### src/rtl/sequence_generator_pkg.sv
// Shared definitions for the serial sequence generator.
// Holds the FSM state encoding, the PRBS LFSR constants and a one-step
// LFSR helper that the LFSR sub-module uses.
package sequence_generator_pkg;

  typedef enum logic [1:0] {
    ST_IDLE  = 2'd0,
    ST_SHIFT = 2'd1,
    ST_GAP   = 2'd2
  } seq_state_e;

  // Fibonacci taps for x^16 + x^14 + x^13 + x^11 + 1 (bits 15, 13, 12, 10).
  localparam logic [15:0] LFSR_TAPS         = 16'hB400;
  localparam logic [15:0] LFSR_DEFAULT_SEED = 16'hACE1;

  // Shift left; the new LSB is the XOR of the tapped bits. Output bit is the MSB.
  function automatic logic [15:0] lfsr_step(input logic [15:0] s);
    return {s[14:0], ^(s & LFSR_TAPS)};
  endfunction

endpackage

### src/rtl/sequence_generator_lfsr.sv
// 16-bit Fibonacci LFSR used as the PRBS bit source.
// Only instantiated by sequence_generator when SEQGEN_PRBS_EN is defined.
// load_i has priority over en_i; the caller provides a non-zero seed.
module seqgen_lfsr
  import sequence_generator_pkg::*;
(
  input  logic        clock,
  input  logic        reset_n,
  input  logic        load_i,
  input  logic        en_i,
  input  logic [15:0] seed_i,
  output logic [15:0] state_o,
  output logic [15:0] next_o
);

  logic [15:0] state_q;

  assign state_o = state_q;
  assign next_o  = lfsr_step(state_q);

  // Seed on load, otherwise advance one step per enabled cycle.
  always_ff @(posedge clock or negedge reset_n) begin
    if (!reset_n) begin
      state_q <= LFSR_DEFAULT_SEED;
    end else if (load_i) begin
      state_q <= seed_i;
    end else if (en_i) begin
      state_q <= next_o;
    end
  end

endmodule

### src/rtl/sequence_generator.sv
// Serial bit-pattern transmitter feeding the sequence detector.
// Sends the low 'len' bits of a pattern MSB-first, repeated (repeat+1)
// times, with GAP_LEN zero cycles after each repetition.
// Optional build macro: SEQGEN_PRBS_EN adds load_prbs and an LFSR bit source.
module sequence_generator
  import sequence_generator_pkg::*;
#(
  parameter int PAT_W   = 16,
  parameter int LEN_W   = 5,
  parameter int CNT_W   = 8,
  parameter int GAP_LEN = 1
) (
  input  logic             clock,
  input  logic             reset_n,
  input  logic             load_valid,
  output logic             load_ready,
  input  logic [PAT_W-1:0] load_pattern,
  input  logic [LEN_W-1:0] load_len,
  input  logic [CNT_W-1:0] load_repeat,
`ifdef SEQGEN_PRBS_EN
  input  logic             load_prbs,
`endif
  input  logic             abort,
  output logic             sequence_out,
  output logic             seq_valid,
  output logic             busy,
  output logic             done
);

  localparam int GAP_W = (GAP_LEN > 1) ? $clog2(GAP_LEN) : 1;
  localparam logic [GAP_W-1:0] GAP_LOAD = GAP_W'((GAP_LEN > 0) ? GAP_LEN - 1 : 0);
  localparam logic [LEN_W-1:0] PAT_LEN  = LEN_W'(PAT_W);

  seq_state_e       state_q;
  logic [PAT_W-1:0] pattern_q;
  logic [LEN_W-1:0] len_q;
  logic [LEN_W-1:0] idx_q;
  logic [CNT_W-1:0] rep_q;
  logic [GAP_W-1:0] gap_q;
  logic             out_q;
  logic             valid_q;
  logic             done_q;

  logic [LEN_W-1:0] len_d;
  logic             load_fire;
  logic             rep_end;
  logic [PAT_W-1:0] load_shift;
  logic [PAT_W-1:0] step_shift;
  logic [PAT_W-1:0] restart_shift;
  logic             first_bit_d;
  logic             step_bit_d;
  logic             restart_bit_d;

  assign load_ready   = (state_q == ST_IDLE) & ~abort;
  assign load_fire    = load_valid & load_ready;
  assign busy         = (state_q != ST_IDLE);
  assign sequence_out = out_q;
  assign seq_valid    = valid_q;
  assign done         = done_q;

  // Out-of-range lengths fall back to the full pattern width.
  always_comb begin
    len_d = load_len;
    if ((load_len == '0) || (load_len > PAT_LEN)) begin
      len_d = PAT_LEN;
    end
  end

  // Shifting instead of indexing keeps the index width independent of PAT_W.
  assign load_shift    = load_pattern >> (len_d - LEN_W'(1));
  assign step_shift    = pattern_q >> (idx_q - LEN_W'(1));
  assign restart_shift = pattern_q >> (len_q - LEN_W'(1));

  // A repetition ends on its last bit when there is no gap, otherwise on the last gap cycle.
  assign rep_end = ~abort &
                   (((state_q == ST_SHIFT) && (idx_q == '0) && (GAP_LEN == 0)) ||
                    ((state_q == ST_GAP) && (gap_q == '0)));

`ifdef SEQGEN_PRBS_EN
  logic        prbs_q;
  logic [15:0] seed_d;
  logic [15:0] lfsr_state;
  logic [15:0] lfsr_next;

  assign seed_d = (load_pattern[15:0] == 16'h0000) ? LFSR_DEFAULT_SEED : load_pattern[15:0];

  // The LFSR advances on every SHIFT cycle, so its MSB always matches the bit on the wire.
  seqgen_lfsr u_lfsr (
    .clock   (clock),
    .reset_n (reset_n),
    .load_i  (load_fire & load_prbs),
    .en_i    (state_q == ST_SHIFT),
    .seed_i  (seed_d),
    .state_o (lfsr_state),
    .next_o  (lfsr_next)
  );

  // Re-entering SHIFT from GAP uses the held state; from SHIFT it uses the stepped one.
  assign first_bit_d   = load_prbs ? seed_d[15] : load_shift[0];
  assign step_bit_d    = prbs_q ? lfsr_next[15] : step_shift[0];
  assign restart_bit_d = prbs_q ? ((state_q == ST_SHIFT) ? lfsr_next[15] : lfsr_state[15])
                                : restart_shift[0];

  // Bit-source select captured with the rest of the load.
  always_ff @(posedge clock or negedge reset_n) begin
    if (!reset_n) begin
      prbs_q <= 1'b0;
    end else if (load_fire) begin
      prbs_q <= load_prbs;
    end
  end
`else
  assign first_bit_d   = load_shift[0];
  assign step_bit_d    = step_shift[0];
  assign restart_bit_d = restart_shift[0];
`endif

  // Main sequencing FSM with registered serial outputs.
  always_ff @(posedge clock or negedge reset_n) begin
    if (!reset_n) begin
      state_q   <= ST_IDLE;
      pattern_q <= '0;
      len_q     <= '0;
      idx_q     <= '0;
      rep_q     <= '0;
      gap_q     <= '0;
      out_q     <= 1'b0;
      valid_q   <= 1'b0;
      done_q    <= 1'b0;
    end else begin
      done_q <= 1'b0;
      case (state_q)
        ST_IDLE: begin
          if (load_fire) begin
            pattern_q <= load_pattern;
            len_q     <= len_d;
            rep_q     <= load_repeat;
            idx_q     <= len_d - LEN_W'(1);
            out_q     <= first_bit_d;
            valid_q   <= 1'b1;
            state_q   <= ST_SHIFT;
          end
        end
        ST_SHIFT, ST_GAP: begin
          if (abort) begin
            state_q <= ST_IDLE;
            out_q   <= 1'b0;
            valid_q <= 1'b0;
          end else if (rep_end) begin
            if (rep_q != '0) begin
              rep_q   <= rep_q - CNT_W'(1);
              idx_q   <= len_q - LEN_W'(1);
              out_q   <= restart_bit_d;
              valid_q <= 1'b1;
              state_q <= ST_SHIFT;
            end else begin
              state_q <= ST_IDLE;
              out_q   <= 1'b0;
              valid_q <= 1'b0;
              done_q  <= 1'b1;
            end
          end else if (state_q == ST_SHIFT) begin
            if (idx_q != '0) begin
              idx_q <= idx_q - LEN_W'(1);
              out_q <= step_bit_d;
            end else begin
              gap_q   <= GAP_LOAD;
              out_q   <= 1'b0;
              valid_q <= 1'b0;
              state_q <= ST_GAP;
            end
          end else begin
            gap_q <= gap_q - GAP_W'(1);
          end
        end
        default: begin
          state_q <= ST_IDLE;
          out_q   <= 1'b0;
          valid_q <= 1'b0;
        end
      endcase
    end
  end

endmodule

### config.mk
export PLATFORM = sky130hd
export DESIGN_NAME = sequence_generator
export DESIGN_NICKNAME = d
export VERILOG_FILES = /design/src/rtl/sequence_generator_pkg.sv /design/src/rtl/sequence_generator_lfsr.sv /design/src/rtl/sequence_generator.sv
export SDC_FILE = /design/constraint.sdc
export NUM_CORES = 1
export LEC_CHECK = 0
export CAP_MARGIN = 20
export CORE_ASPECT_RATIO = 0.5
export CORE_MARGIN = 10
export CORE_UTILIZATION = 59
export CTS_CLUSTER_SIZE = 8
export DETAILED_ROUTE_END_ITERATION = 8
export PLACE_DENSITY_LB_ADDON = 0.05
export SLEW_MARGIN = 10
export SYNTH_ARGS = -nofsm -noshare
export SYNTH_HDL_FRONTEND = slang
export SYNTH_HIERARCHICAL = 1
export SYNTH_SLANG_ARGS = --single-unit
### constraint.sdc
create_clock -name clock -period 3.05 [get_ports clock]
set_input_delay 0.4575 -clock clock [delete_from_list [all_inputs] [get_ports clock]]
set_output_delay 0.4575 -clock clock [all_outputs]
set_load 0.005 [all_outputs]
; Yosys cells after proc, flatten, opt, wreduce, memory -nomap -nowiden
; Index checks and enable logic that the tools add are counted.
[op_classes]
n_addsub = 5
order_cmp = 1
eq_ne = 12
n_shift = 3
muxes = 39
n_bitwise = 6
reduce_logical = 15
[ops]
columns = operator, n
row1 = $shr 16x5->1, 3
row2 = $mux 5, 7
row3 = $mux 8, 4
row4 = $mux 1, 18
row5 = $pmux 8 s2, 1
row6 = $sub 5x1->5 const B, 3
row7 = $mux 2, 5
row8 = $ne 2x2->1 const B, 5
row9 = $pmux 5 s2, 1
row10 = $ne 3x3->1 const B, 3
row11 = $ne 4x4->1 const B, 2
row12 = $reduce_bool 8->1, 1
row13 = $sub 8x1->8 const B, 1
row14 = $reduce_and 6->1, 1
row15 = $gt 5x5->1 const B, 1
row16 = $logic_not 5->1, 1
row17 = $reduce_and 5->1, 1
row18 = $reduce_bool 5->1, 1
row19 = $pmux 1 s2, 2
row20 = $pmux 2 s2, 1
row21 = $reduce_and 2->1, 2
row22 = $reduce_and 4->1, 1
row23 = $reduce_bool 2->1, 2
row24 = $and 1x1->1, 3
row25 = 9 further kinds, 11
[word_totals]
regBits = 40
inputBits = 33
wordCells = 90

; Logic depth before layout (Yosys ltp)
[depth]
ltp_word = 7
mapped_depth = 11
mapped_depth_nobuf = 10

; Least setup slack after synthesis
; Ideal clock, no wire load.
[synth_path]
path_type = input to register
from = in load_len[0]
to = reg out_q, in the netlist sequence_out
t_arrival_ps = 3129
required_ps = 2899
path_slack_ps = -229
cell_stages = 11
path_buffers = 1
cell_sequence = or4_1 ha_1 nor2b_1 clkbuf_1 inv_1 ha_1 xnor2_1 mux4_2 a22o_1 o21ai_1 a41oi_1
[synth_via]
elab_chain_cells = 7
elab_cells_between_ends = 8
cone_classes = add/sub: 1 / order compare: 1 / shift: 1 / mux: 3 / reduce/logical: 2
[synth_rtl]
columns = item, line_no
row1 = start: declaration, sequence_generator.sv:18  ; input logic [LEN_W-1:0] load_len,
row2 = $gt 5x5->1 or $logic_not 5->1 (tied branches), sequence_generator.sv:64  ; if ((load_len == '0) || (load_len > PAT_LEN)) begin
row3 = $logic_or 1x1->1, sequence_generator.sv:64
row4 = $mux 5 (*), sequence_generator.sv:64
row5 = $sub 5x1->5 (*), sequence_generator.sv:70  ; assign load_shift = load_pattern >> (len_d - LEN_W'(1));
row6 = $shr 16x5->1 (*), sequence_generator.sv:70
row7 = $mux 1 (*), sequence_generator.sv:134  ; if (load_fire) begin
row8 = $pmux 1 s2 (*), sequence_generator.sv:132  ; case (state_q)
row9 = end signal: assignment, sequence_generator.sv:139  ; out_q <= first_bit_d;
row10 = end signal: assignment, sequence_generator.sv:153  ; out_q <= restart_bit_d;
row11 = end signal: assignment, sequence_generator.sv:165  ; out_q <= step_bit_d;
row12 = end: declaration, sequence_generator.sv:40  ; logic out_q;
; Every way passes the cells marked *; elsewhere a longest branch is shown, timed or not. The select of a mux whose other input is x is not followed.
; A chain may end at the register's enable or synchronous reset.

; Final worst setup path
[layout_path]
from = in load_len[2]
to = reg out_q, in the netlist sequence_out
; The elaborated chain is that of the path after synthesis.

==> out/summary.txt <==
CELLS AND AREA
----------------------------------------------------------------------------------------------------
Number of diodes added for antenna fixing                                                          0
Share of layout cells above drive strength 1                                                   0.167
Number of nets in the final layout                                                               365
Fin cells                                                                                        377
Layout filler cell count                                                                         260
Sequential standard cell area                                                                976 um2
Final Core Density                                                                             0.806
Multi-input gate area in the final layout                                                   1510 um2
Area growth from synthesis to final layout                                                     26.5%

POWER
----------------------------------------------------------------------------------------------------
Total net switching power                                                                  0.00127 W
Post-layout total power                                                                    0.00309 W
Switching share of power                                                                       0.411
Sequential share of power                                                                      0.327
Leak Pwr                                                                                     1.44 nW
Logic gate share of total power                                                                0.528
Clk pwr share                                                                                  0.146
Maximum resistive drop on vdd                                                               0.533 mV
Ratio of total power to cell area                                                         950 nW/um2
Internal power                                                                             0.00182 W

WORST SETUP PATH
----------------------------------------------------------------------------------------------------
Worst R2R Setup Slack                                                                        0.56 ns
Most common cell type on the critical path                                              sky130_fd_sc_hd__ha_4
Crit-path cells                                                                         clkdlybuf4s50_1, or4_4, ha_4, nor2b_4, inv_2, ha_4, xnor2_4, mux4_2, a22o_1, o21ai_2, a41oi_1
Required time worst endpoint                                                                 3.20 ns
Critical path arrival                                                                        3.12 ns
Number of buffers and inverters on the critical path                                               2
Worst path slowest cell                                                                 sky130_fd_sc_hd__or4_4
Category of the worst setup path launch point                                           primary input
Setup crit end kind                                                                         register
Worst reg2reg startpoint                                                                seq_valid$_DFFE_PN0P_
CP top delay family                                                                     simple AND/OR/NAND/NOR gates
Stage delay of the slowest cell on the critical path                                         0.52 ns
Number of cells on the worst reg-to-reg path                                                       8
CP Max Fanout                                                                                      5
Crit Path Class                                                                         primary input to register
Worst flop-to-flop path endpoint                                                        idx_q[0]$_DFFE_PN0P_

STA
----------------------------------------------------------------------------------------------------
Tmin final                                                                                   2.97 ns
RSZ-0062 raised after global routing                                                              no
Final worst path period share                                                                  0.974
Slew @ Worst Pin                                                                            0.894 ns
Clock skew                                                                                0.00360 ns
Fmax                                                                                         337 MHz
Count of pins over their slew limit                                                                0
Final number of hold-violating endpoints                                                           0
Number of failing setup endpoints in the final timing report                                       0
Worst slew margin relative to its limit                                                        0.404

SYNTHESIS
----------------------------------------------------------------------------------------------------
Most common flop cell mapped by yosys                                                   sky130_fd_sc_hd__dfrtp_1
Number of flops mapped to enable cells by yosys                                                    0
Async set or reset register ratio after synthesis                                               1.00
Post-Synthesis Cells                                                                             276
Number of storage elements in the synthesis netlist                                               39
Synthesized Nets                                                                                 319
Average cell area after synthesis                                                           9.33 um2
Sequential element share of the synthesized area                                               0.379
Count of cell types in the netlist                                                                48
Synth cell count leaders                                                                sky130_fd_sc_hd__dfrtp_1 (39), sky130_fd_sc_hd__nand2_1 (32), sky130_fd_sc_hd__inv_1 (31)
Combined area of all synthesized cells                                                      2570 um2
Area fraction of the dominant cell type after synthesis                                        0.379
Yosys top cell by area                                                                  sky130_fd_sc_hd__dfrtp_1
Most frequent cell after synthesis                                                      sky130_fd_sc_hd__dfrtp_1
Largest cells by area after synthesis                                                   sky130_fd_sc_hd__dfrtp_1 (38%), sky130_fd_sc_hd__mux4_2 (11%), sky130_fd_sc_hd__o21ai_0 (5.8%), sky130_fd_sc_hd__ha_1 (4.9%), sky130_fd_sc_hd__nand2_1 (4.7%)
Warning count from the yosys run                                                                   6

FLOORPLANNING
----------------------------------------------------------------------------------------------------
Area of the placeable core                                                                  4040 um2
Initial cell density of the core                                                               0.637
Area of the die                                                                             7570 um2
Num ports                                                                                         38
Horizontal die dimension                                                                      113 um
Die Height                                                                                   66.7 um
Site Rows                                                                                         16

ROUTING
----------------------------------------------------------------------------------------------------
Total wirelength of the detailed-routed design                                               6550 um
Drt first-iter violations                                                                        140
Antenna-violating nets left                                                                        0
First-pass iteration count of the detailed router                                                  4
Vias/cell                                                                                       5.84
Average routed wire per standard cell                                                        17.4 um
Remaining DRCs                                                                                     0
Detailed-route via count                                                                        2201

CTS
----------------------------------------------------------------------------------------------------
Later-pin clock latency in the skew report                                                   0.29 ns
Clock-pin slew reported for the worst setup and hold paths after clock tree synthesis        0.08 ns
Clock net sink count                                                                              39
Clock Path Buffers                                                                                 2
Root Buffer                                                                             sky130_fd_sc_hd__clkbuf_8
CTS tree                                                                                       built
Number of clock buffers inserted by TritonCTS                                                      5
Count of H-tree levels built during CTS                                                            2
Hold-fix buffers at CTS                                                                            0

GLOBAL ROUTING
----------------------------------------------------------------------------------------------------
Pin count of the biggest net entering global routing                                              42
Global router's overall resource usage                                                         0.172
Vias in the first global route                                                                  2142
Global route total overflow                                                                        0
First-pass GRT wire length                                                                  10600 um
Initial antenna violation count                                                                    0

PLACEMENT
----------------------------------------------------------------------------------------------------
Final HPWL DP                                                                                4830 um
Number of placed instances with taps included                                                    368
Final RePlAce weighted congestion                                                              0.852
Number of input and output port buffers inserted                                                  37

WORST HOLD PATH
----------------------------------------------------------------------------------------------------
Classification of the worst-slack hold path                                             primary input to async pin

RUN
----------------------------------------------------------------------------------------------------
Count of max-cap constraint violations                                                             0

STATUS
----------------------------------------------------------------------------------------------------
Status                                                                                  finished, final reports clean

==> routing by layer <==
layer | GRT usage | share of wire | up-vias
li1 | - | - | 1067
met1 | 0.223 | 0.44 | 1032
met2 | 0.271 | 0.47 | 88
met3 | 0.0518 | 0.069 | 14
met4 | 0.0535 | 0.014 | 0
met5 | 0 | 0 | -
==> logic make-up (layout without fill, tap and decap cells) <==
kind of cell    count (synthesis)  count (layout)  synth area share
xor+xnor                        7               7            0.0238
mux                            21              21             0.146
flops                          39              39             0.379
compound gates                 74              74             0.178
fa+ha+maj                      10              10            0.0486
simple gates                   82              82             0.157
buf+inv                        43              90            0.0675
==> through the flow <==
step	TNS [ns]	cell area, um2	setup WS [ns]	hold slack (ns)
3_5_place_dp	-0.457	3060	-0.457	0.497
4_1_cts	0	3210	0.00680	0.309
6_report	0	3260	0.0800	0.282
2_1_floorplan	0	2580	0.0134	0.162
5_1_grt	0	3260	0.0407	0.345
3_3_place_gp	-0.324	3060	-0.324	0.476
==> timing repair <==
action,4_1_cts,5_1_grt
pin swaps,1,5
gates resized for setup,6,9
setup endpoints to repair,1,1
setup buffers,0,1
==> worst max-delay path by stage <==
stage	startpoint	to	slack, ns	cells after the start
floorplan	load_len[0]	sequence_out$_DFFE_PN0P_	0.01	11
global placement	load_len[0]	sequence_out$_DFFE_PN0P_	-0.32	11
detailed placement	load_len[0]	sequence_out$_DFFE_PN0P_	-0.46	12
CTS	load_len[0]	sequence_out$_DFFE_PN0P_	0.007	11
global route	load_len[2]	sequence_out$_DFFE_PN0P_	0.04	11
finish	load_len[2]	sequence_out$_DFFE_PN0P_	0.08	11
==> registers in the layout (all words and copies together) (netlist names) <==
signal and flops:
done 1, gap_q 1, idx_q 5, len_q 5
pattern_q 16, rep_q 8, seq_valid 1, sequence_out 1
state_q 1
==> power by group through the flow <==
stage                     clock network [W]  registers (W)  logic, W
after global placement                    0       0.000993   0.00153
after floorplan                           0       0.000913   0.00124
after detailed placement                  0        0.00101   0.00158
after global routing               0.000482        0.00104   0.00181
final                              0.000451        0.00101   0.00163
after CTS                          0.000458        0.00100   0.00160
==> worst reg2reg max path, cell delays in order, from the launching register on <==
cell and delay [ns]:
sky130_fd_sc_hd__dfrtp_1 0.44, sky130_fd_sc_hd__inv_1 0.11, sky130_fd_sc_hd__ha_1 0.21, sky130_fd_sc_hd__nor3b_1 0.58, sky130_fd_sc_hd__o41ai_4 0.25, sky130_fd_sc_hd__a311oi_1 0.33, sky130_fd_sc_hd__buf_4 0.23, sky130_fd_sc_hd__o211ai_1 0.13
sky130_fd_sc_hd__o211ai_2 0.12
==> area by class of cell <==
type                    count  share of cell area
clock buffers               6              0.0253
inverters                  31              0.0357
clock inverters             2              0.0108
flip-flops and latches     39               0.300
repair buffers             51               0.146
multi-input cells         194               0.462
well taps                  54              0.0207
==> placed cells by master, fill, tap and decap left out, types with 3 or more instances in the layout <==
master                            netlist  final
sky130_fd_sc_hd__ha_1                  10      8
sky130_fd_sc_hd__o21ai_0               30     30
sky130_fd_sc_hd__mux2i_1                6      6
sky130_fd_sc_hd__xnor2_1                4      3
sky130_fd_sc_hd__clkdlybuf4s50_1        0     34
sky130_fd_sc_hd__nand2_1               32     32
sky130_fd_sc_hd__o22ai_1                7      6
sky130_fd_sc_hd__dfrtp_1               39     39
sky130_fd_sc_hd__nand2b_1               5      3
sky130_fd_sc_hd__mux4_2                13     13
sky130_fd_sc_hd__nand3_1                6      6
sky130_fd_sc_hd__xor2_1                 3      3
sky130_fd_sc_hd__a21oi_1               14     14
sky130_fd_sc_hd__inv_1                 31     30
sky130_fd_sc_hd__buf_4                  0     14
sky130_fd_sc_hd__o21ai_1                5      4
sky130_fd_sc_hd__clkbuf_8               0      6
sky130_fd_sc_hd__nor2b_1                5      4
sky130_fd_sc_hd__nor3b_1                3      3
sky130_fd_sc_hd__nor2_1                17     17
sky130_fd_sc_hd__nor3_1                 4      4
No activity file was read; power rests on OpenSTA's default activity.
